## config.mk

```make
export PLATFORM = sky130hd
export DESIGN_NAME = keystream_xor
export DESIGN_NICKNAME = d
export VERILOG_FILES = /design/src/rtl/keystream_xor.sv
export SDC_FILE = /design/constraint.sdc
export NUM_CORES = 1
export LEC_CHECK = 0
export BUFFER_PORTS_ARGS = -buffer_cell sky130_fd_sc_hd__buf_2
export CAP_MARGIN = 10
export CORE_MARGIN = 3
export CORE_UTILIZATION = 54
export DETAILED_ROUTE_END_ITERATION = 16
export PLACE_DENSITY = 0.79
export SYNTH_ARGS = -nofsm -noshare
export SYNTH_HDL_FRONTEND = slang
export SYNTH_SLANG_ARGS = --single-unit
```

## constraint.sdc

```tcl
create_clock -name clk -period 3.4 [get_ports clk]
set_input_delay 0.34 -clock clk [delete_from_list [all_inputs] [get_ports clk]]
set_output_delay 0.34 -clock clk [all_outputs]
set_load 0.02 [all_outputs]
```

## src/rtl/keystream_xor.sv

```systemverilog
// keystream_xor
//   Builds a W-bit keystream word from K = W/N consecutive N-bit words of an
//   upstream LFSR, then XORs one plaintext word with it. Each accepted word
//   consumes a fresh keystream, so the block alternates between FILL (pull K
//   LFSR words) and ARMED (wait for a plaintext word).
//
//   Optional build macro: KEYSTREAM_XOR_DBG_KS_EN adds output ks_dbg, a copy
//   of the keystream register for trace correlation.
//
// Ports
//   clk        in   1   clock, rising edge
//   rst        in   1   asynchronous reset, active low
//   lfsr_ena   out  1   advance request to the LFSR (high in FILL)
//   lfsr_word  in   N   current LFSR output word
//   in_data    in   W   plaintext
//   in_valid   in   1   plaintext present
//   in_ready   out  1   plaintext accepted this cycle
//   out_data   out  W   ciphertext
//   out_valid  out  1   ciphertext present
//   out_ready  in   1   consumer accepts ciphertext
//   word_cnt   out  16  words accepted since reset (wraps)
//   busy       out  1   high while filling the keystream
//   ks_dbg     out  W   keystream register (only with KEYSTREAM_XOR_DBG_KS_EN)
module keystream_xor #(
  parameter int N = 4,
  parameter int W = 8
) (
  input  logic         clk,
  input  logic         rst,
  output logic         lfsr_ena,
  input  logic [N-1:0] lfsr_word,
  input  logic [W-1:0] in_data,
  input  logic         in_valid,
  output logic         in_ready,
  output logic [W-1:0] out_data,
  output logic         out_valid,
  input  logic         out_ready,
  output logic [15:0]  word_cnt,
  output logic         busy
`ifdef KEYSTREAM_XOR_DBG_KS_EN
  ,
  output logic [W-1:0] ks_dbg
`endif
);

  localparam int K  = W / N;
  localparam int KW = (K > 1) ? $clog2(K) : 1;

  if ((W % N) != 0 || W < N) begin : g_bad_width
    $error("keystream_xor: W must be a non-zero multiple of N");
  end

  typedef enum logic {
    S_FILL  = 1'b0,
    S_ARMED = 1'b1
  } state_t;

  state_t        r_state;
  state_t        w_state_nxt;
  logic [KW-1:0] r_k;
  logic [W-1:0]  r_ks;
  logic          w_fill_done;
  logic          w_xfer;

  assign lfsr_ena    = (r_state == S_FILL);
  assign busy        = lfsr_ena;
  // A slot opens when the output register is empty or being drained now,
  // which lets drain and reload happen on the same edge.
  assign in_ready    = (r_state == S_ARMED) && (!out_valid || out_ready);
  assign w_xfer      = in_valid && in_ready;
  assign w_fill_done = (r_state == S_FILL) && (r_k == KW'(K - 1));

`ifdef KEYSTREAM_XOR_DBG_KS_EN
  assign ks_dbg = r_ks;
`endif

  always_ff @(posedge clk or negedge rst) begin
    if (!rst) begin
      r_state <= S_FILL;
    end else begin
      r_state <= w_state_nxt;
    end
  end

  always_comb begin
    w_state_nxt = r_state;
    case (r_state)
      S_FILL:  if (w_fill_done) w_state_nxt = S_ARMED;
      S_ARMED: if (w_xfer)      w_state_nxt = S_FILL;
      default: w_state_nxt = S_FILL;
    endcase
  end

  // Keystream assembly: shift left so the first sampled LFSR word ends up
  // in the MSBs after K cycles.
  always_ff @(posedge clk or negedge rst) begin
    if (!rst) begin
      r_k  <= '0;
      r_ks <= '0;
    end else if (r_state == S_FILL) begin
      r_ks <= (r_ks << N) | W'(lfsr_word);
      r_k  <= w_fill_done ? '0 : r_k + KW'(1);
    end
  end

  // Output register and accepted-word counter.
  always_ff @(posedge clk or negedge rst) begin
    if (!rst) begin
      out_data  <= '0;
      out_valid <= 1'b0;
      word_cnt  <= '0;
    end else if (w_xfer) begin
      out_data  <= in_data ^ r_ks;
      out_valid <= 1'b1;
      word_cnt  <= word_cnt + 16'd1;
    end else if (out_ready) begin
      out_valid <= 1'b0;
    end
  end

endmodule

```

Word level (Yosys, flattened, before mapping)
Cells that the tools add are included.
{"block": "word_totals", "reg_bits": 35, "in_bits": 16, "out_inout_bits": 28, "elab_cells": 23}
{"block": "classes", "n_addsub": 2, "muxes": 6, "bitwise_logic": 3, "reduce_logical": 6}
{"op": "$add 16x1->16 const B", "count": 1}
{"op": "$or 8x4->8", "count": 1}
{"op": "$xor 8x8->8", "count": 1}
{"op": "$mux 1", "count": 5}
{"op": "$logic_and 1x1->1", "count": 3}
{"op": "$pmux 1 s2", "count": 1}
{"op": "$reduce_bool 2->1", "count": 1}
{"op": "$add 1x1->1 const B", "count": 1}
{"op": "$logic_not 1->1", "count": 1}
{"op": "$logic_or 1x1->1", "count": 1}
{"op": "$not 1->1", "count": 1}

Depth between registers and ports, before layout
Gate-level depths: netlist of the first run.
{"block": "logic_depth", "depth_word": 6, "ltp_mapped": 6}

Least setup slack after synthesis of the first run
No wires, ideal clock.
{"block": "synth_path", "path_type": "reg2reg", "startpoint": "reg out_valid", "endpoint": "reg word_cnt[13]", "setup_time_ns": 0.129, "arrival_ns": 1.375, "required_time_ns": 3.271, "setup_slack_ns": 1.896, "stages_incl_launch_ff": 6, "n_path_buf": 1, "synth_period_minus_slack_ns": 1.504, "path_cell_list": "dfrtp_1 nor2b_4 buf_6 nor4_4 nand4_1 xnor2_1"}
{"block": "synth_between", "elab_chain_cells": 4}
{"element": "start, declared", "line": "36", "text": "output logic out_valid,"}
{"element": "start signal, assigned", "line": "110", "text": "out_valid <= 1'b0;"}
{"element": "start signal, assigned", "line": "114", "text": "out_valid <= 1'b1;"}
{"element": "start signal, assigned", "line": "117", "text": "out_valid <= 1'b0;"}
{"element": "$logic_not 1->1", "line": "69", "text": "assign in_ready = (r_state == S_ARMED) && (!out_valid || out_ready);"}
{"element": "$logic_or 1x1->1", "line": "69"}
{"element": "$logic_and 1x1->1", "line": "69"}
{"element": "$logic_and 1x1->1", "line": "70", "text": "assign w_xfer = in_valid && in_ready;"}
{"element": "end signal, assigned", "line": "115", "text": "word_cnt <= word_cnt + 16'd1;"}
{"element": "end, declared", "line": "38", "text": "output logic [15:0] word_cnt,"}
Every way passes these cells.
A chain may end at the register's enable or synchronous reset.

Worst setup path in the final report of the first run
{"block": "layout_path", "startpoint": "reg r_state", "endpoint": "reg word_cnt[1]"}
{"block": "layout_between", "elab_chain_cells": 2}
{"element": "start, declared", "line": "58", "text": "state_t r_state;"}
{"element": "start signal, assigned", "line": "81", "text": "r_state <= w_state_nxt;"}
{"element": "$logic_and 1x1->1", "line": "69"}
{"element": "$logic_and 1x1->1", "line": "70"}
Every way passes these cells.

==> impl_metrics.py, run 1 <==
metrics = {
    "setup_path": {
        "endpoint_kind": "flop",
        "crit_buf_inv": 0,
        "crit_slowest_cell": "dfrtp_1",
        "critPathRequiredTime_ps": 3620,
        "critical_path_class": "reg -> reg",
        "start_kind": "flop",
        "arrival_ps": 2040,
        "critPathMaxStageDelay_ps": 630,
        "cp_top_family": "simple AND/OR/NAND/NOR gates",
        "cp_max_fo": 19,
        "crit_chain": "nand2_1, nor2_4, mux2_2",
    },
    "job": {
        "drv_cap": 0,
    },
    "placement": {
        "dp_hpwl_um": 2095,
        "port_buffers": 43,
        "place_congestion": 0.7980,
    },
    "routing": {
        "via_per_inst": 5.117,
        "wirelength_um": 2759,
        "antenna_left": 0,
        "wire_per_inst_um": 14.01,
        "first_pass_iters": 3,
        "drtIter0Drc": 23,
        "vias": 1008,
        "post-route-drc-count": 0,
    },
    "cts": {
        "clockBufferDepth": 2,
        "cts_root_buf": "clkbuf_4",
        "cts_buffers": 5,
        "clock_latency_ps": 330,
        "cts_setup_buffers": 0,
        "cts_sinks": 35,
        "clk_pin_slew_worst_paths_ps": 100,
        "cts_tree": "done",
        "holdBufCountCts": 0,
        "cts_resized": 0,
        "cts_htree_levels": 2,
    },
    "sta": {
        "setup_violations": 0,
        "finalCritPeriodShare_pct": 53.48,
        "tightest_slew_ps": 733.9,
        "fin_skew_ps": 10.76,
        "fin_tns_setup_ps": 0,
        "rsz0062_at_grt": "no",
        "hold_viol": 0,
        "fmax_mhz": 549.9,
        "maxSlewViolCount": 0,
        "slew_headroom_pct": 51.07,
        "fin_crit_ps": 1818,
    },
    "yosys": {
        "synth.area.top_cells": "dfrtp_1 (58%), xnor2_1 (11%), mux2_2 (6.7%)",
        "synth.net_count": 137,
        "ys_ff_latch": 35,
        "yosysSeqAreaShare_pct": 58.28,
        "ys.warnings.count": 0,
        "synthCells": 120,
        "synth_cell_type_count": 22,
        "syn_avg_cell_area_um2": 12.52,
        "synth_area_leader_cell": "dfrtp_1",
        "synth_top_area_share_pct": 58.28,
        "synth_area_mm2": 0.001503,
    },
    "floorplan": {
        "core_mm2": 0.002567,
        "core.rowCount": 18,
        "pin_count": 44,
        "die_w_um": 58.75,
        "dieArea_mm2": 0.003452,
        "start_util_pct": 58.53,
        "die_y_um": 58.75,
    },
    "global_routing": {
        "grt_pass1_vias": 1003,
        "grt_pass1_wl_um": 4636,
        "grt_max_degree": 36,
        "gr-total-overflow": 0,
        "antenna_found_initial": 0,
        "grt_util_all_layers_pct": 18.45,
    },
    "layout": {
        "post-route-util_pct": 69.93,
        "final_nets": 183,
        "area_growth_pct": 19.48,
        "fillers": 205,
        "drive_gt1_share_pct": 37.72,
        "diodes": 0,
    },
    "outcome": {
        "status": "completed",
    },
    "power": {
        "p_leak_nw": 0.8670,
        "powerDensity_mw_per_mm2": 831.9,
        "ir_drop_mv": 0.5782,
    },
    "hold_path": {
        "hold_class": "in -> async",
    },
}
[flip-flops by register name, indices dropped and copies added, names as in the netlist]
signal	cells
out_data	8
r_ks	8
out_valid	1
word_cnt	16
r_k	1
r_state	1
[where the power goes]
group	switching, mW	leakage, nW	internal (mW)
Clock	0.130	0.0386	0.122
Sequential	0.132	0.430	0.561
Combinational	0.306	0.399	0.243
[layer usage]
layer	part of all wire, %	up-vias	track usage, %
met5	0	-	0
met4	2.4	0	8.414
met3	7.1	7	8.114
met2	51	31	29.97
met1	40	473	20.86
li1	-	497	-
[worst reg2reg max path, delay by kind of cell (launching register included)]
family / cells / cell delay (ps)
simple gates: 2 / 690
flops: 1 / 630
mux: 1 / 380
[metrics by stage]
step | hold slack [ps] | area [um^2] | cells | power, mW | worst slack (ps)
final | 55.62 | 1795 | 197 | 1.494 | 1582
after global routing | 98.30 | 1795 | 197 | 1.599 | 1429
after CTS | 74.44 | 1795 | 197 | 1.515 | 1565
after detailed placement | 448.6 | 1727 | 189 | 1.264 | 1580
after global placement | 441.1 | 1727 | 189 | 1.230 | 1678
after floorplan | 44.41 | 1503 | 120 | 1.091 | 1896
[cell usage in the layout, fill, tap and decap left out]
cell	synthesis	routed
clkbuf_4	0	5
and3_1	3	3
mux2_2	9	9
dfrtp_1	35	35
nor2b_4	1	1
nand3_1	5	5
ha_1	1	1
inv_1	1	1
buf_2	2	43
nor4_4	2	2
a21oi_1	8	8
and2_1	1	1
xnor2_1	19	19
nand4_1	5	5
xor2_1	5	5
or3_1	1	1
nand2b_1	1	1
clkbuf_1	0	1
nand2_1	5	5
nor2_1	12	12
clkbuf_8	0	2
nor3_1	1	1
nor2_4	1	1
[cell type report]
cell class	count	area (um^2)	share of cell area, %
well taps	30	37.54	2.091
repair buffers	43	215.2	11.99
clock buffers	8	68.82	3.833
inverters	1	3.754	0.2091
multi-input cells	80	594.3	33.10
flip-flops and latches	35	875.8	48.78
[worst paths after layout]
path	from	to	slack, ps	cells after the start
setup reg to reg	r_state	word_cnt[1]	1580	3
hold reg to reg	word_cnt[15]	word_cnt[15]	480	1
setup / recovery	r_state	word_cnt[1]	1580	3
hold / removal	rst	word_cnt[4]	60	1
max in group asynchronous	rst	r_ks[4]	2870	1
min in group clk	lfsr_word[3]	r_ks[3]	230	2
[logic make-up after synthesis]
group,share of synthesized area [%]
AND/OR/NAND/NOR,15.32
AO/OA/AOI/OAI,2.665
flip-flops,58.28
XOR/XNOR,13.99
adder cells (fa/ha/maj),0.8325
multiplexers,6.745
buffers and inverters,2.165
[Yosys cell counts, drive strengths merged]
library cell   n
inv            1
a21oi          8
xor2           5
nand3          5
nor2          13
nor4           2
dfrtp         35
nor2b          1
ha             1
nand2b         1
nor3           1
mux2           9
buf            4
xnor2         19
and3           3
nand2          5
and2           1
nand4          5
or3            1
No activity file was read; power rests on OpenSTA's default activity.
==> run 2: changes to the inputs <==
--- a/config.mk
+++ b/config.mk
@@ -8,9 +8,9 @@
 export BUFFER_PORTS_ARGS = -buffer_cell sky130_fd_sc_hd__buf_2
 export CAP_MARGIN = 10
 export CORE_MARGIN = 3
-export CORE_UTILIZATION = 54
+export CORE_UTILIZATION = 45
 export DETAILED_ROUTE_END_ITERATION = 16
-export PLACE_DENSITY = 0.79
+export PLACE_DENSITY = 0.7
 export SYNTH_ARGS = -nofsm -noshare
 export SYNTH_HDL_FRONTEND = slang
 export SYNTH_SLANG_ARGS = --single-unit
==> constraint.sdc (replaced) <==
create_clock -name clk -period 1.6 [get_ports clk]
set_input_delay 0.16 -clock clk [delete_from_list [all_inputs] [get_ports clk]]
set_output_delay 0.16 -clock clk [all_outputs]
set_load 0.02 [all_outputs]
==> impl_metrics.py, run 2 (same netlist as run 1, synthesis figures left out) <==
metrics = {
    "sta": {
        "maxSlewViolCount": 0,
        "slew_headroom_pct": 49.99,
        "tightest_slew_ps": 750.2,
        "finalCritPeriodShare_pct": 89.76,
        "fin_tns_setup_ps": 0,
        "fin_crit_ps": 1436,
        "rsz0062_at_grt": "no",
        "fin_skew_ps": 9.206,
        "hold_ws_ps": 57.92,
        "hold_viol": 0,
        "setup_violations": 0,
        "fmax_mhz": 696.3,
    },
    "routing": {
        "vias": 1033,
        "via_per_inst": 4.850,
        "wirelength_um": 2800,
        "first_pass_iters": 4,
        "post-route-drc-count": 0,
        "wire_per_inst_um": 13.15,
        "antenna_left": 0,
        "drtIter0Drc": 37,
    },
    "layout": {
        "layout_common_cells": "buf_2 (43), dfrtp_1 (35), xnor2_1 (19), nor2_1 (12), mux2_2 (9)",
        "largest_reg_flops": 16,
        "drive_gt1_share_pct": 37.87,
        "final_nets": 187,
        "fillers": 270,
        "top_register": "word_cnt",
        "area_growth_pct": 20.98,
        "final_common_cell": "buf_2",
        "reg.largest.list": "word_cnt x16, out_data x8, r_ks x8",
        "diodes": 0,
        "final_cells": 213,
    },
    "cts": {
        "cts_htree_levels": 2,
        "cts_root_buf": "clkbuf_4",
        "cts_tree": "done",
        "clock_latency_ps": 330,
        "clockBufferDepth": 2,
        "cts_buffers": 5,
        "cts_setup_buffers": 0,
        "cts_sinks": 35,
        "clk_pin_slew_worst_paths_ps": 100,
    },
    "floorplan": {
        "core_mm2": 0.003128,
        "start_util_pct": 48.04,
        "dieArea_mm2": 0.004069,
        "pin_count": 44,
        "die_y_um": 63.79,
        "die_w_um": 63.79,
        "core.rowCount": 20,
    },
    "placement": {
        "place_congestion": 0.7936,
        "dp_hpwl_um": 2114,
        "dp_cells": 206,
        "port_buffers": 43,
    },
    "setup_path": {
        "cp_max_fo": 5,
        "crit_chain": "ha_1, nand2_1, nor4_4, nand4_1, xnor2_1",
        "critPathRequiredTime_ps": 1820,
        "start_kind": "flop",
        "critPathMaxStageDelay_ps": 410,
        "rrSetupSlack_ps": 160,
        "critical_path_class": "reg -> reg",
        "rr_startpoint": "word_cnt[0]",
        "r2r_end": "word_cnt[12]",
        "r2r_cells": 5,
        "crit_slowest_cell": "dfrtp_1",
        "arrival_ps": 1660,
        "crit_start": "word_cnt[0]",
        "endpoint_kind": "flop",
    },
    "global_routing": {
        "grt_pass1_wl_um": 4795,
        "grt_util_all_layers_pct": 15.80,
        "gr-total-overflow": 0,
        "antenna_found_initial": 0,
        "grt_max_degree": 36,
        "grt_pass1_vias": 1070,
    },
    "hold_path": {
        "holdPathStages": 2,
        "min_from": "lfsr_word[2]",
        "hold_end": "r_ks[2]",
        "hold_class": "in -> reg",
    },
    "outcome": {
        "status": "completed",
    },
    "power": {
        "p_leak_nw": 0.8720,
        "ir_drop_mv": 0.9506,
        "powerDensity_mw_per_mm2": 1707,
    },
    "job": {
        "drv_cap": 0,
    },
}
[run 2: changes by cell type in the layout (fill, tap and decap cells not counted)]
cell / delta
buf_4: +3
clkbuf_8: -2
dlygate4sd3_1: +1
[run 2: power breakdown]
part | internal [mW] | total, mW | switching, mW
clock network | 0.156 | 0.416 | 0.260
logic | 0.548 | 1.25 | 0.704
registers | 1.19 | 1.44 | 0.241
[run 2: how the worst max path moves through the flow]
stage / endpoint / slack [ps] / cells after the start
finish: word_cnt[12] / 160 / 5
global route: word_cnt[12] / 10 / 5
floorplan: word_cnt[13] / 100 / 5
detailed placement: word_cnt[12] / 150 / 5
CTS: word_cnt[12] / 150 / 5
global placement: word_cnt[14] / 150 / 5
[run 2: worst max-delay path: cells and delay by family (launching register included)]
kind / cells / cell delay [ps]
xor gates and xnor gates: 1 / 150
adders and majority gates: 1 / 160
DFF: 1 / 410
and+or+nand+nor: 3 / 610
[run 2: timing repair]
item | in CTS | in global routing
hold buffers | 1 | 0
endpoints found under the hold margin | 35 | 0
gates resized for setup | 0 | 0
[run 2: final cells by class]
type	instances	area [um^2]	share of cell area [%]
multi-input combinational	80	594.3	32.69
sequential	35	875.8	48.18
clock buffer	6	41.29	2.271
timing repair buffer	47	247.7	13.63
tap	44	55.05	3.028
inverter	1	3.754	0.2065
[run 2: metrics by stage]
step           power (mW)  utilization [%]  worst slack (ps)  area, um^2
2_1_floorplan       2.319                -             95.75        1503
6_report            3.103            58.12             163.9        1818
4_1_cts             3.147            58.12             145.6        1818
5_1_grt             3.336            58.12             14.79        1818
3_3_place_gp        2.654            56.48             150.9        1767
3_5_place_dp        2.727            56.48             153.1        1767
[run 2: per-layer routing]
| layer | track usage, % | routed length (um) | share of wire (%) | vias up |
|---|---|---|---|---|
| li1 | - | - | - | 500 |
| met1 | 17.34 | 1188 | 42 | 492 |
| met2 | 26.58 | 1376 | 49 | 34 |
| met3 | 5.272 | 174 | 6.2 | 7 |
| met4 | 8.895 | 61 | 2.2 | 0 |
| met5 | 0 | 0 | 0 | - |
